[src/rtl/soc_bus_fabric.sv]
// soc_bus_fabric: decodes picorv32 native requests onto NUM_SLAVES address regions via a registered valid/ready handshake.
// Define BUS_TIMEOUT_EN to end stalled slave accesses with a bus error after TIMEOUT_CYCLES.
module soc_bus_fabric #(
    parameter int          NUM_SLAVES     = 4,
    parameter int          TIMEOUT_CYCLES = 255,
    parameter logic [31:0] ERR_RDATA      = 32'hDEAD_BEEF
) (
    input  logic                     clk,
    input  logic                     reset_n,
    input  logic                     mem_valid,
    input  logic [31:0]              mem_addr,
    input  logic [31:0]              mem_wdata,
    input  logic [3:0]               mem_wstrb,
    output logic                     mem_ready,
    output logic [31:0]              mem_rdata,
    output logic [NUM_SLAVES-1:0]    s_valid,
    output logic [31:0]              s_addr,
    output logic [31:0]              s_wdata,
    output logic [3:0]               s_wstrb,
    input  logic [NUM_SLAVES-1:0]    s_ready,
    input  logic [32*NUM_SLAVES-1:0] s_rdata,
    output logic                     bus_err,
    output logic [31:0]              err_addr
);
    localparam int SW = NUM_SLAVES > 1 ? $clog2(NUM_SLAVES) : 1;
    localparam logic [4:0] NS = 5'(NUM_SLAVES);

    if (NUM_SLAVES < 1 || NUM_SLAVES > 16 || TIMEOUT_CYCLES < 1 || TIMEOUT_CYCLES > 65535) begin : g_bad_param
        $error("soc_bus_fabric: parameter out of range");
    end

    typedef enum logic [1:0] {IDLE, ACCESS, DONE} state_t;
    state_t state;
    logic [SW-1:0] sel;
    logic [SW-1:0] nsel;
    logic mapped;
`ifdef BUS_TIMEOUT_EN
    logic [15:0] cnt;
`endif

    assign nsel   = mem_addr[28 +: SW];
    assign mapped = {1'b0, mem_addr[31:28]} < NS;

    always_ff @(posedge clk or negedge reset_n) begin
        if (!reset_n) begin
            state     <= IDLE;
            sel       <= '0;
            s_valid   <= '0;
            s_addr    <= '0;
            s_wdata   <= '0;
            s_wstrb   <= '0;
            mem_ready <= 1'b0;
            mem_rdata <= '0;
            bus_err   <= 1'b0;
            err_addr  <= '0;
`ifdef BUS_TIMEOUT_EN
            cnt       <= '0;
`endif
        end else begin
            case (state)
                IDLE: if (mem_valid) begin
                    s_addr  <= mem_addr;
                    s_wdata <= mem_wdata;
                    s_wstrb <= mem_wstrb;
                    sel     <= nsel;
                    if (mapped) begin
                        s_valid[nsel] <= 1'b1;
                        state         <= ACCESS;
`ifdef BUS_TIMEOUT_EN
                        cnt           <= '0;
`endif
                    end else begin
                        // unmapped: complete with an error, no slave sees the request
                        mem_ready <= 1'b1;
                        bus_err   <= 1'b1;
                        mem_rdata <= ERR_RDATA;
                        err_addr  <= mem_addr;
                        state     <= DONE;
                    end
                end
                ACCESS: if (s_ready[sel]) begin
                    mem_rdata <= s_rdata[{sel, 5'd0} +: 32];
                    s_valid   <= '0;
                    mem_ready <= 1'b1;
                    state     <= DONE;
                end
`ifdef BUS_TIMEOUT_EN
                else if (cnt == 16'(TIMEOUT_CYCLES - 1)) begin
                    s_valid   <= '0;
                    mem_ready <= 1'b1;
                    bus_err   <= 1'b1;
                    mem_rdata <= ERR_RDATA;
                    err_addr  <= s_addr;
                    state     <= DONE;
                end else begin
                    cnt <= cnt + 16'd1;
                end
`endif
                DONE: begin
                    mem_ready <= 1'b0;
                    bus_err   <= 1'b0;
                    state     <= IDLE;
                end
                default: state <= IDLE;
            endcase
        end
    end
endmodule

[config.mk]
export PLATFORM = sky130hd
export DESIGN_NAME = soc_bus_fabric
export DESIGN_NICKNAME = d
export VERILOG_FILES = /design/src/rtl/soc_bus_fabric.sv
export SDC_FILE = /design/constraint.sdc
export NUM_CORES = 1
export LEC_CHECK = 0
export ABC_AREA = 1
export BUFFER_PORTS_ARGS = -buffer_cell sky130_fd_sc_hd__buf_2
export CORE_AREA = 2 2 134 136
export DETAILED_ROUTE_END_ITERATION = 8
export DIE_AREA = 0 0 136 138
export GPL_ROUTABILITY_DRIVEN = 0
export PLACE_DENSITY = 0.7
export REMOVE_ABC_BUFFERS = 1
export SKIP_LAST_GASP = 1
export SLEW_MARGIN = 20
export SYNTH_ARGS = -nofsm -noshare
export SYNTH_HDL_FRONTEND = slang
export SYNTH_SLANG_ARGS = --single-unit
export TNS_END_PERCENT = 100
[constraint.sdc]
create_clock -name clk -period 2.9 [get_ports clk]
set_clock_uncertainty 0.1 [all_clocks]
set_input_delay 0.29 -clock clk [delete_from_list [all_inputs] [get_ports clk]]
set_output_delay 0.29 -clock clk [all_outputs]
set_load 0.02 [all_outputs]
# After elaboration in Yosys (flattened, before gate mapping)
# Cells that the tools add are included.
[totals]
reg_bits = 142
inputBits = 203
out_inout_bits = 138
wordCells = 56
[op_classes]
n_lt_le_gt_ge = 4
eq_ne = 6
n_shift = 1
mux = 21
n_bitwise = 2
reduce_logical = 12
[ops]
columns = ["op", "n"]
rows = [
  ["$shiftx 128x8->32", 1],
  ["$mux 32", 3],
  ["$pmux 32 s2", 1],
  ["$mux 4", 3],
  ["$reduce_and 4->1", 3],
  ["$ne 2x2->1 const B", 4],
  ["$pmux 4 s2", 1],
  ["$lt 2x3->1 const B", 2],
  ["$mux 2", 3],
  ["$reduce_and 3->1", 2],
  ["$mux 1", 5],
  ["$lt 4x3->1 const B", 1],
  ["$or 4x4->4", 1],
  ["$pmux 2 s2", 1],
  ["$reduce_and 2->1", 2],
  ["$reduce_bool 2->1", 2],
  ["$pmux 1 s3", 1],
  ["$reduce_bool 3->1", 1],
  ["$bmux 1 s2", 1],
  ["$demux 1 s2", 1],
  ["$eq 2x1->1 const B", 1],
  ["$eq 2x2->1 const B", 1],
  ["$ge 2x1->1 const B", 1],
  ["$logic_not 2->1", 1],
  ["3 further kinds", 3],
]

# Logic depth before layout (Yosys ltp)
[logic_depth]
ltp_word = 8
ltp_mapped = 9
mapped_depth_nobuf = 8

# Worst setup path after synthesis
# OpenSTA, ideal clock, no wires.
[synth_timing]
kind = "reg2reg"
start = "register, netlist name s_addr[29]"
end = "register mem_rdata[0]"
setup_time_ps = 117
arrival_time_ps = 1308
setup_slack_ps = 1375
stages_incl_launch_ff = 10
period_less_slack_ps = 1525
cell_sequence = "dfrtp_1 -> buf_2 -> inv_2 -> nand3_1 -> nand2_1 -> nand2_2 -> nand3_4 -> buf_4 -> nand2_1 -> nand2_1"
[synth_rtl]
columns = ["item", "line", "text"]
rows = [
  ["end signal: assignment", "82", "mem_rdata <= s_rdata[{sel, 5'd0} +: 32];"],
  ["end: declaration", "15", "output logic [31:0] mem_rdata,"],
]

# Final worst setup path
[layout_timing]
start = "register state[0]"
end = "register s_wdata[8]"
[layout_via]
elab_chain_len = 2
[layout_rtl]
columns = ["item", "line", "text"]
rows = [
  ["start: declaration", "33", "state_t state;"],
  ["start signal: assignment", "46", "state <= IDLE;"],
  ["start signal: assignment", "68", "state <= ACCESS;"],
  ["start signal: assignment", "78", "state <= DONE;"],
  ["$logic_not 2->1", "60", "case (state)"],
  ["$reduce_and 2->1 (no line)", "-", ""],
  ["end signal: assignment", "63", "s_wdata <= mem_wdata;"],
  ["end: declaration", "18", "output logic [31:0] s_wdata,"],
]
# Every way passes these cells.
# A chain may end at the register's enable or synchronous reset.

==> metrics <==
First-pass DRT Iterations=5; Clock transition at path regs=0.06 ns; power per standard cell area=~1100 nW/um2; ranking of synthesized cells by area=dfrtp_1 (54%), nand2_1 (24%), nand3_1 (6.4%); Pwr Total=10.79 mW; Mapped Area=around 6500 um2; max cap viols=0; final worst path period share=0.7071; DR DRC count=0; synth unique cells=20; Seq/Total Area, Yosys=0.5352; WP data required=approximately 3.2 ns; relative slew slack=0.3490; post-DP HPWL=roughly 15000 um; RSZ-0062 raised after global routing=no; die width=roughly 140 um; largest net degree at the start of global routing=66; Final Net Count=1422; critical path endpoint category=flip-flop; antenna violation net count after detailed routing=0; fillers=1629; fin cells=between 1000 and 1500; Place WS=slightly below 0.9 ns; row cnt=a little under 50; critical path class=reg2reg; Root Buffer=clkbuf_16; synthesized area per cell=between 7 and 8 um2; Die Ht=138 um; Core ar.=17530 um2; Leak=5.329 nW; CP arrival=between 2 and 2.5 ns; placed insts=1384; fin crit period=a little over 2 ns; Yosys reg bits=140; total track usage=0.2211; Max FO, Critical Path=59; Cells after Synth=853; post-synth top area cell=dfrtp_1; # setup viols final=0; initial antenna violation count=3; CTS tree=done; status=complete, no violations; Worst Hold Class=in2reg; Setup Buffers After CTS=0; Synth top area share=0.5352; port bufs=340; wire per inst=14.46 um; GRT overflow=0; share of cells above drive strength 1=0.3241; hold_ws=about 0.018 ns; H-tree depth=4; clk sinks=140; Worst Tran Pin Value=between 0.9 and 1 ns; Die Footprint=18770 um2; global-route wire length before repair=32800 um; Max VDD drop=approximately 0.58 mV; critical path startpoint category=flip-flop; clock insertion delay at the later pin of the skew report=0.42 ns; fmax=487.6 MHz; fin util=0.5388; Starting DRT DRC Count=305; P&R area growth vs syn=44.32%; yosys warns=0; Fin. Hold Viols=0; Setup WS post-layout=0.8493 ns; Clock Tree Buf Depth=2; Slew Limit Fails=0; CTS Buf Count=17; vias=6882; number of global-route vias before repair=6465; initial core utilization=0.3733; DR vias/cell=4.704; Post-Route WL=between 20000 and 25000 um; I/O Pins=341
-- worst max-delay path: stages, from the launching register on --
cell,delay [ns]
dfrtp_1,0.43
nor2_4,0.08
inv_2,0.09
nor2_4,0.04
inv_2,0.68
buf_4,0.36
nand2_1,0.08
nand2_1,0.07
-- metal layers --
| layer | share of wire | wire (um) | track usage |
|---|---|---|---|
| met1 | 0.41 | 8679 | 0.2730 |
| met2 | 0.49 | 10270 | 0.3655 |
| met3 | 0.078 | 1643 | 0.05281 |
| met4 | 0.027 | 568 | 0.09923 |
| met5 | 0 | 0 | 0 |
-- flip-flops by register name, summed over array words and instances (netlist names) --
| register | flops |
|---|---|
| mem_rdata | 32 |
| s_wdata | 32 |
| bus_err | 1 |
| s_addr | 32 |
| state | 2 |
| err_addr | 32 |
| s_wstrb | 4 |
| s_valid | 4 |
| mem_ready | 1 |
-- Yosys cell counts --
cell      number
nand3_1       84
dfrtp_1      140
inv_1         28
inv_2          5
nor2_4         2
buf_4          7
buf_2         25
o21ai_4        1
o21ai_0       69
nand3_4        1
nand3_2        1
a21oi_1        3
nand2_2        2
nor2_1        28
clkbuf_1      12
o21ai_1       11
buf_1          3
nand4_1        4
nand2_1      422
buf_6          5
-- through the flow --
step           instance area (um2)  setup TNS [ns]
5_1_grt                       9448               0
2_1_floorplan                 6256          -23.82
3_3_place_gp                  8382               0
6_report                      9448               0
3_5_place_dp                  8382               0
4_1_cts                       9430               0
-- final timing paths --
check	start	end	slack [ns]	depth (start not counted)
worst max-delay path	state[0]$_DFFE_PN0P_	s_wdata[8]$_DFFE_PN0P_	0.85	7
worst min-delay path	mem_addr[7]	s_addr[7]$_DFFE_PN0P_	0.02	3
worst max register to register	state[0]$_DFFE_PN0P_	s_wdata[8]$_DFFE_PN0P_	0.85	7
worst min register to register	s_wdata[18]$_DFFE_PN0P_	s_wdata[18]$_DFFE_PN0P_	0.36	2
max in group asynchronous	reset_n	s_addr[28]$_DFFE_PN0P_	1.63	3
min in group asynchronous	reset_n	s_wdata[12]$_DFFE_PN0P_	0.32	2
-- placed cells by master (no fill, tap or decap), drive strengths merged --
master / synthesis / layout
clkinv: 0 / 2
clkinvlp: 0 / 2
a21oi: 3 / 3
bufinv: 0 / 3
dfrtp: 140 / 140
buf: 40 / 354
inv: 33 / 40
nand3: 86 / 86
nand4: 4 / 4
o21ai: 81 / 81
dlygate4sd3: 0 / 45
clkbuf: 12 / 17
diode: 0 / 3
nand2: 424 / 424
nor2: 30 / 30
-- kinds of logic (layout without fill, tap and decap cells) --
family / Yosys count / count (layout) / synth area share
simple gates: 544 / 544 / 0.3356
flops: 140 / 140 / 0.5352
buf+inv: 85 / 463 / 0.06326
compound gates: 84 / 84 / 0.06594
other cells: 0 / 3 / 0
-- cell type report --
type / count / area [um2] / area share
Timing Repair Buffer: 399 / 2288 / 0.2422
Sequential cell: 140 / 3505 / 0.3709
Antenna cell: 3 / 7.507 / 0.0007946
Tap cell: 229 / 286.5 / 0.03033
Clock buffer: 17 / 425.4 / 0.04503
Multi-Input combinational cell: 628 / 2629 / 0.2782
Clock inverter: 14 / 182.7 / 0.01934
Inverter: 33 / 123.9 / 0.01311
-- what timing repair did --
| action | in CTS | in global routing |
|---|---|---|
| endpoints found under the hold margin | 104 | 1 |
| hold buffers | 44 | 1 |
| gates resized for setup | 0 | 0 |
| setup endpoints to repair | 0 | 0 |
-- report_power, final --
part | internal [mW] | switching, mW | total, mW
clock | 1.37 | 0.888 | 2.26
combinational | 1.63 | 3.51 | 5.13
sequential | 2.89 | 0.511 | 3.40
No activity file was read; power rests on OpenSTA's default activity.
